$ cat src/rtl/mem_access_ctrl_if.sv
// Request/response bundle between memory requesters and the IorD memory access controller.
// master drives the four requests; slave (the controller) drives the mux select, write strobe and status.
interface mem_access_ctrl_if;
   logic       fetch_req;
   logic       load_req;
   logic       store_req;
   logic       exc_req;
   logic [1:0] iord_sel;
   logic       mem_wr;
   logic       busy;
   logic       done;
   logic [1:0] done_src;

   modport master (
      output fetch_req, load_req, store_req, exc_req,
      input  iord_sel, mem_wr, busy, done, done_src
   );

   modport slave (
      input  fetch_req, load_req, store_req, exc_req,
      output iord_sel, mem_wr, busy, done, done_src
   );
endinterface

$ cat src/rtl/mem_access_ctrl.sv
// Arbitrates fetch/load/store/exception accesses onto one memory port through the IorD mux.
// Optional macro IORD_FAIRNESS_EN adds a fetch-starvation guard against back-to-back load/store grants.
module mem_access_ctrl #(
   parameter int WAIT_CYCLES = 2
) (
   input  logic            clk,
   input  logic            reset_n,
   mem_access_ctrl_if.slave bus
);

   typedef enum logic [1:0] {IDLE, ADDR, WAIT, DONE} state_t;

   localparam logic [1:0] SRC_FETCH = 2'd0;
   localparam logic [1:0] SRC_LOAD  = 2'd1;
   localparam logic [1:0] SRC_STORE = 2'd2;
   localparam logic [1:0] SRC_EXC   = 2'd3;
   localparam logic [1:0] SEL_PC    = 2'd0;
   localparam logic [1:0] SEL_ALU   = 2'd1;
   localparam logic [1:0] SEL_VEC   = 2'd2;
   localparam logic [3:0] WAIT_LD   = 4'(WAIT_CYCLES);

   state_t     state_q;
   logic [1:0] src_q;
   logic [3:0] wait_cnt_q;
   logic [1:0] iord_sel_q;
   logic       mem_wr_q;
   logic       busy_q;
   logic       done_q;
   logic [1:0] done_src_q;

   logic       any_req;
   logic       fetch_force;
   logic [1:0] win_src_d;
   logic [1:0] win_sel_d;

   assign any_req = bus.exc_req | bus.store_req | bus.load_req | bus.fetch_req;

`ifdef IORD_FAIRNESS_EN
   logic [1:0] fair_cnt_q;

   assign fetch_force = (fair_cnt_q == 2'd3) && bus.fetch_req;

   // Counts load/store grants that left a pending fetch waiting; saturation is impossible
   // because fetch is forced through once the count reaches 3.
   always_ff @(posedge clk) begin
      if (!reset_n) begin
         fair_cnt_q <= 2'd0;
      end else if (state_q == IDLE && any_req) begin
         if (win_src_d == SRC_FETCH || win_src_d == SRC_EXC) begin
            fair_cnt_q <= 2'd0;
         end else if (bus.fetch_req) begin
            fair_cnt_q <= fair_cnt_q + 2'd1;
         end
      end
   end
`else
   assign fetch_force = 1'b0;
`endif

   always_comb begin
      win_src_d = SRC_FETCH;
      if (bus.exc_req) begin
         win_src_d = SRC_EXC;
      end else if (fetch_force) begin
         win_src_d = SRC_FETCH;
      end else if (bus.store_req) begin
         win_src_d = SRC_STORE;
      end else if (bus.load_req) begin
         win_src_d = SRC_LOAD;
      end
   end

   always_comb begin
      win_sel_d = SEL_ALU;
      if (win_src_d == SRC_EXC) begin
         win_sel_d = SEL_VEC;
      end else if (win_src_d == SRC_FETCH) begin
         win_sel_d = SEL_PC;
      end
   end

   // All outputs are registered alongside the state so the mux select never glitches.
   always_ff @(posedge clk) begin
      if (!reset_n) begin
         state_q    <= IDLE;
         src_q      <= SRC_FETCH;
         wait_cnt_q <= 4'd0;
         iord_sel_q <= SEL_PC;
         mem_wr_q   <= 1'b0;
         busy_q     <= 1'b0;
         done_q     <= 1'b0;
         done_src_q <= SRC_FETCH;
      end else begin
         case (state_q)
            IDLE: begin
               if (any_req) begin
                  state_q    <= ADDR;
                  src_q      <= win_src_d;
                  iord_sel_q <= win_sel_d;
                  mem_wr_q   <= (win_src_d == SRC_STORE);
                  busy_q     <= 1'b1;
               end
            end
            ADDR: begin
               mem_wr_q   <= 1'b0;
               wait_cnt_q <= WAIT_LD;
               if (src_q == SRC_STORE || WAIT_CYCLES == 0) begin
                  state_q    <= DONE;
                  done_q     <= 1'b1;
                  done_src_q <= src_q;
               end else begin
                  state_q <= WAIT;
               end
            end
            WAIT: begin
               wait_cnt_q <= wait_cnt_q - 4'd1;
               if (wait_cnt_q == 4'd1) begin
                  state_q    <= DONE;
                  done_q     <= 1'b1;
                  done_src_q <= src_q;
               end
            end
            DONE: begin
               state_q <= IDLE;
               done_q  <= 1'b0;
               busy_q  <= 1'b0;
            end
            default: begin
               state_q <= IDLE;
            end
         endcase
      end
   end

   assign bus.iord_sel = iord_sel_q;
   assign bus.mem_wr   = mem_wr_q;
   assign bus.busy     = busy_q;
   assign bus.done     = done_q;
   assign bus.done_src = done_src_q;

endmodule

$ cat src/flat_wrapper.sv
// flat-port wrapper written by rule: the top's interface ports become plain ports
module mem_access_ctrl_flat 
#(
   parameter int WAIT_CYCLES = 2
)
  (clk, reset_n, bus_fetch_req, bus_load_req, bus_store_req, bus_exc_req, bus_iord_sel, bus_mem_wr, bus_busy, bus_done, bus_done_src);
  mem_access_ctrl_if bus_i ();
  input  logic clk;
  input  logic reset_n;
  input wire logic [$bits(bus_i.fetch_req)-1:0] bus_fetch_req;
  input wire logic [$bits(bus_i.load_req)-1:0] bus_load_req;
  input wire logic [$bits(bus_i.store_req)-1:0] bus_store_req;
  input wire logic [$bits(bus_i.exc_req)-1:0] bus_exc_req;
  output wire logic [$bits(bus_i.iord_sel)-1:0] bus_iord_sel;
  output wire logic [$bits(bus_i.mem_wr)-1:0] bus_mem_wr;
  output wire logic [$bits(bus_i.busy)-1:0] bus_busy;
  output wire logic [$bits(bus_i.done)-1:0] bus_done;
  output wire logic [$bits(bus_i.done_src)-1:0] bus_done_src;
  assign bus_i.fetch_req = bus_fetch_req;
  assign bus_i.load_req = bus_load_req;
  assign bus_i.store_req = bus_store_req;
  assign bus_i.exc_req = bus_exc_req;
  assign bus_iord_sel = bus_i.iord_sel;
  assign bus_mem_wr = bus_i.mem_wr;
  assign bus_busy = bus_i.busy;
  assign bus_done = bus_i.done;
  assign bus_done_src = bus_i.done_src;
  mem_access_ctrl #(.WAIT_CYCLES(WAIT_CYCLES)) u_core (.clk(clk), .reset_n(reset_n), .bus(bus_i));
endmodule
$ cat config.mk
export PLATFORM = sky130hd
export DESIGN_NAME = mem_access_ctrl_flat
export DESIGN_NICKNAME = d
export VERILOG_FILES = /design/src/rtl/mem_access_ctrl_if.sv /design/src/rtl/mem_access_ctrl.sv /design/src/flat_wrapper.sv
export SDC_FILE = /design/constraint.sdc
export NUM_CORES = 1
export LEC_CHECK = 0
export CAP_MARGIN = 20
export CORE_UTILIZATION = 55
export CTS_CLUSTER_SIZE = 14
export DETAILED_ROUTE_END_ITERATION = 8
export GPL_TIMING_DRIVEN = 0
export MAX_ROUTING_LAYER = met4
export PLACE_DENSITY = 0.84
export SETUP_SLACK_MARGIN = 0.1
export SYNTH_ARGS = -nofsm -noshare
export SYNTH_HDL_FRONTEND = slang
export SYNTH_SLANG_ARGS = --single-unit
$ cat constraint.sdc
create_clock -name clk -period 2.4 [get_ports clk]
set_input_delay 0.48 -clock clk [delete_from_list [all_inputs] [get_ports clk]]
set_output_delay 0.48 -clock clk [all_outputs]
set_load 0.02 [all_outputs]
==> reports/metrics.csv <==
metric,value,unit
cts-resized-gates,0,
start_util,61.16,%
dieArea,1641,µm²
cts_hold_buf,0,
place.gp.congestion,0.7499,
dr_total_vias,683,
setup_tns,0,ns
worst_pin_slew,0.4034,ns
grt_first_pass_wirelength,2566,µm
max_freq,0.5697,GHz
area_delta_synth_final,20.40,%
fin_crit,1.755,ns
drt-initial-drc-count,14,
ys_top_cells_by_count,"15 x dfxtp_1, 11 x nand2_1, 9 x ha_1, 8 x inv_1, 6 x mux2i_1",
vdd_drop_max,0.8598,mV
grt_setup_unrepaired,false,
end_kind,output port,
top_usage_layer,met2,
cts.sinks,15,
die_y,40.51,µm
clk_pin_slew_worst_paths,0.09,ns
crit_buf_inv,1,
use_met3,8.333,%
antenna_found_initial,0,
insertedDiodeCount,0,
hpwl,1170,µm
syn_nets,106,
synth-seq-cells,15,
gr-total-overflow,0,
wl_per_cell,13.17,µm
hold_class,flip-flop to flip-flop,
avgSynthCellArea,8.965,µm²
cp_slowest_cell,clkdlybuf4s50_1,
skew,0.005678,ns
ant_nets,0,
drive_above_1_share,7.477,%
core,1334,µm²
slowest_delay,0.62,ns
yosysTopAreaCellShare,36.81,%
cts_max_level,1,
drv_slew,0,
synthCells,91,
power_density,1099,nW/µm²
path_class,flip-flop to output port,
nFillCells,110,
worstPathRequired,1.92,ns
routed_wl,1607,µm
final_cells,122,
path_cells,clkdlybuf4s50_1,
synth_edf_count,0,
post-cts-setup-buffers,0,
cts_buffer_depth,2,
vias_per_cell,5.598,
nets,123,
setup_viol,0,
track_usage,25.56,%
whs,0.4661,ns
fp.dieW,40.51,µm
cts_buffers,3,
use_met2,40.87,%
globalRouteMet1Util,28.28,%
firstDrtPassIters,4,
synth.area.top_cells,"dfxtp_1 37%, ha_1 14%, mux2i_1 7.4%, nand2_1 5.1%, inv_1 3.7%",
start_kind,flip-flop,
grt_pass1_vias,586,
netlist_area,815.8,µm²
clock_tree.root_cell,clkbuf_4,
critPathTopFamily,buffers and inverters,
ys.flop_type,dfxtp_1,
port_buffers,12,
crit_path_max_fanout,2,
insertion_delay,0.29,ns
yosysTopAreaCell,dfxtp_1,
hold_viol,0,
ios,13,
ys_async_sr_fraction,0,%
ys_seq_area_share,36.81,%
synth_most_common_cell,dfxtp_1,
outcome,"finished, final reports clean",
cp.arrival,1.28,ns
cts_tree,yes,
rows,13,
maxCapViolCount,0,
drc,0,
synth_warnings,0,
synth_cell_types,29,
grt_max_degree,11,
placed_cells,118,
cellLeakagePower,0.4017,nW
max_slew_margin,72.86,%
period_share,73.14,%
-- cell usage in the layout (no fill, tap or decap), types with 2 or more instances in the layout --
cell and instances:
a211oi_1 3, a21oi_1 5, clkbuf_1 2, clkbuf_4 3, clkdlybuf4s50_1 12, dfxtp_1 15, ha_1 9, inv_1 8
mux2i_1 6, nand2_1 11, nand2b_1 4, nand3b_1 2, nor2_1 4, nor2b_1 2, nor4_1 2, o21ai_0 3
-- per-stage QoR --
step           util [%]  worst slack, ns  power [mW]  area, µm²
2_1_floorplan         -           0.9340      0.7627      815.8
5_1_grt           73.64           0.5729       1.170      982.2
4_1_cts           73.64           0.6418       1.089      982.2
3_5_place_dp      71.58           0.5310      0.9323      954.7
6_report          73.64           0.6446       1.079      982.2
3_3_place_gp      71.58           0.5432      0.9149      954.7
-- sequential cells by signal, summed over array words and instances, names as in the netlist --
| name | cells |
|---|---|
| u_core.bus.busy | 1 |
| u_core.bus.done_src | 2 |
| u_core.state_q | 2 |
| u_core.bus.done | 1 |
| u_core.bus.iord_sel | 2 |
| u_core.wait_cnt_q | 4 |
| u_core.bus.mem_wr | 1 |
| u_core.src_q | 2 |
-- path summary, 6_finish.rpt --
check | endpoint | slack (ns) | start | depth (start not counted)
hold reg to reg | u_core.bus.done | 0.47 | u_core.bus.done | 2
setup / recovery | bus_done_src[0] | 0.64 | u_core.bus.done_src[0] | 1
setup reg to reg | u_core.bus.done_src[0] | 0.75 | u_core.state_q[0] | 5
hold / removal | u_core.bus.done | 0.47 | u_core.bus.done | 2
-- final cells by class --
class | instances | area, µm² | share of cell area (%)
clock inverters | 1 | 5.005 | 0.5096
flip-flops and latches | 15 | 300.3 | 30.57
plain buffers | 3 | 12.51 | 1.274
multi-input cells | 64 | 469.2 | 47.77
repair buffers | 12 | 120.1 | 12.23
inverters | 9 | 33.78 | 3.439
clock buffers | 3 | 22.52 | 2.293
well taps | 15 | 18.77 | 1.911
-- power by group --
group / internal (mW) / total [mW] / switching, mW / leakage [nW]
combinational: 0.246 / 0.538 / 0.293 / 0.260
clock: 0.0621 / 0.148 / 0.0862 / 0.0177
sequential: 0.331 / 0.392 / 0.0616 / 0.124
total: 0.638 / 1.08 / 0.441 / 0.402
-- routing by layer --
metal,share of wire [%],wire (µm),vias up
met4,2.4,38,0
met1,46,745,318
li1,-,-,347
met5,0,0,-
met2,47,761,14
met3,3.9,62,4
-- cell families after synthesis --
kind of cell / share of synthesized area, %
AO/OA/AOI/OAI: 15.80
flip-flops: 36.81
adder cells (fa/ha/maj): 13.80
AND/OR/NAND/NOR: 20.55
multiplexers: 7.362
buffers and inverters: 5.674
Power figures use the tool's default switching activity.
==> patch, RTL diff (same settings) <==
Encoding of `state_t`: now one-hot (4 bits for 4 states).
--- a/src/rtl/mem_access_ctrl.sv
+++ b/src/rtl/mem_access_ctrl.sv
@@ -8,7 +8,7 @@
    mem_access_ctrl_if.slave bus
 );
 
-   typedef enum logic [1:0] {IDLE, ADDR, WAIT, DONE} state_t;
+   typedef enum logic [3:0] {IDLE = 4'b0001, ADDR = 4'b0010, WAIT = 4'b0100, DONE = 4'b1000} state_t;
 
    localparam logic [1:0] SRC_FETCH = 2'd0;
    localparam logic [1:0] SRC_LOAD  = 2'd1;
Behaviour: same outputs for any inputs over 10 cycles, from zero or initial values and one cycle with reset_n low; not proved beyond that.
==> patch against the original RTL <==
  * Wire length shrank 7.9%
  * Register-to-register slack gained 0.05 ns
  * Setup slack lost 0.038 ns
  * Core utilization shrank 1.2 points
  * Sequential cell count grew 2
  * Global-route usage shrank 2.2 points
  * Die area shrank 4.7%
  * Design area shrank 4.1%
  * Area after synthesis shrank 4.9%
  * Critical endpoint is now u_core.bus.mem_wr$_SDFFE_PN0P_
  * Highest routed layer unchanged
Power is not compared: it rests on default switching activity, and its combinational part moved more than twofold at a synthesized area within 25%.
==> patch: results (changes against the original RTL) <==
stage,metric,value,unit,change
routing,starting DRC count in detailed routing,6,,was 14
global_route,first-pass GRT wire length,2.32,mm,was 2.57 mm
critical_path,r2r setup slk,0.80,ns,was 0.75 ns
outcome,status,completed,,unchanged
placement,Placed Area,915,sq um,was 955 sq um
synth,Post-synth EDFFs,0,,unchanged
synth,Synth area leaders,"dfxtp_1 (44%), ha_1 (6.5%), a21oi_1 (5.2%)",,"was dfxtp_1 (37%), ha_1 (14%), mux2i_1 (7.4%)"
clocking,Worst-path clk slew,0.11,ns,was 0.09 ns
critical_path,Worst R2R Start,u_core.state_q[3]$_SDFFE_PN0P_,,was u_core.state_q[0]$_SDFFE_PN0P_
cells_and_area,layout cells sized above 1,0.0784,,was 0.0748
routing,DRT Pass-1 Iters,4,,unchanged
clocking,root buffer cell,clkbuf_4,,unchanged
power,maximum vdd drop,0.000449,V,
routing,vias per inst,5.78,,was 5.60
cells_and_area,# fillers,111,,was 110
sta,Hold Fails Final Rpt,0,,unchanged
synth,synth cell count leaders,"dfxtp_1 (17), a21oi_1 (8), inv_1 (7)",,"was dfxtp_1 (15), nand2_1 (11), ha_1 (9)"
synth,compound-cell area share of the yosys netlist,0.187,,was 0.158
synth,mux share of post-synthesis cell area,0.0258,,was 0.0736
placement,Final GP Congestion,0.774,,was 0.750
critical_path,Crit. Startpoint,bus_store_req,,was u_core.bus.done_src[0]$_SDFFE_PN0P_
routing,average routed wire per standard cell,12.6,um,was 13.2 um
critical_path,Setup crit end,u_core.bus.mem_wr$_SDFFE_PN0P_,,was bus_done_src[0]
cells_and_area,Nets,113,,was 123
sta,Worst Max-Slew Pin Slew,0.766,ns,was 0.403 ns
placement,Detail Placement HPWL,1.14,mm,was 1.17 mm
critical_path,cells on worst reg2reg path,4,,was 5
synth,post-synth cell types,27,,was 29
global_route,gr usage total,0.234,,was 0.256
synth,Synthesized Nets,96,,was 106
clocking,CTS Buf Count,3,,unchanged
critical_path,reg2reg end,u_core.wait_cnt_q[3]$_SDFFE_PN0P_,,was u_core.bus.done_src[0]$_SDFFE_PN0P_
sta,skew final,0.00488,ns,was 0.00568 ns
synth,post-synthesis adder-cell area fraction,0.0645,,was 0.138
synth,post-synthesis sequential area ratio,0.439,,was 0.368
global_route,via count of the first global-routing pass,594,,was 586
critical_path,Critical Path AT,2.01,ns,was 1.28 ns
critical_path,CP max FO,5,,was 2
==> patch: logic make-up (layout without fill, tap and decap cells) <==
group,count (synthesis),after routing
buffers and inverters,10,26
multiplexers,2,2
AND/OR/NAND/NOR,30,30
AO/OA/AOI/OAI,23,23
flip-flops,17,17
adder cells (fa/ha/maj),4,4
==> patch: cell type report <==
cell class | count | area (sq um) | share of cell area
sequential | 17 | 340 | 0.361
timing repair buffer | 12 | 120 | 0.127
clock buffer | 3 | 22.5 | 0.0239
multi-input combinational | 59 | 397 | 0.421
inverter | 7 | 26.3 | 0.0279
clock inverter | 1 | 5.00 | 0.00531
tap | 15 | 18.8 | 0.0199
buffer | 3 | 12.5 | 0.0133
==> patch: metrics by stage <==
| stage | cells | hold slack, ns | util | setup slack [ns] |
|---|---|---|---|---|
| floorplan | 86 | 0.442 | - | 0.860 |
| global placement | 113 | 0.433 | 0.703 | 0.320 |
| detailed placement | 113 | 0.442 | 0.703 | 0.267 |
| CTS | 117 | 0.456 | 0.724 | 0.606 |
| global route | 117 | 0.479 | 0.724 | 0.412 |
| finish | 117 | 0.451 | 0.724 | 0.606 |
==> patch: power by group through the flow <==
stage / clock network, mW / logic (mW) / registers (mW)
after global placement: 0 / 0.144 / 0.337
after CTS: 0.158 / 0.149 / 0.332
after detailed placement: 0 / 0.149 / 0.339
final: 0.158 / 0.147 / 0.333
after floorplan: 0 / 0.0821 / 0.349
after global routing: 0.166 / 0.166 / 0.336
==> patch: critical path: stages <==
cell and delay (ns):
clkdlybuf4s50_1 0.45, nor4_1 0.62, o21ai_0 0.20, a211oi_1 0.26
==> patch: layer usage <==
layer	global-route usage	routed length, um
met3	0.0511	30
met1	0.248	686
met5	-	0
met4	0.129	32
met2	0.398	731
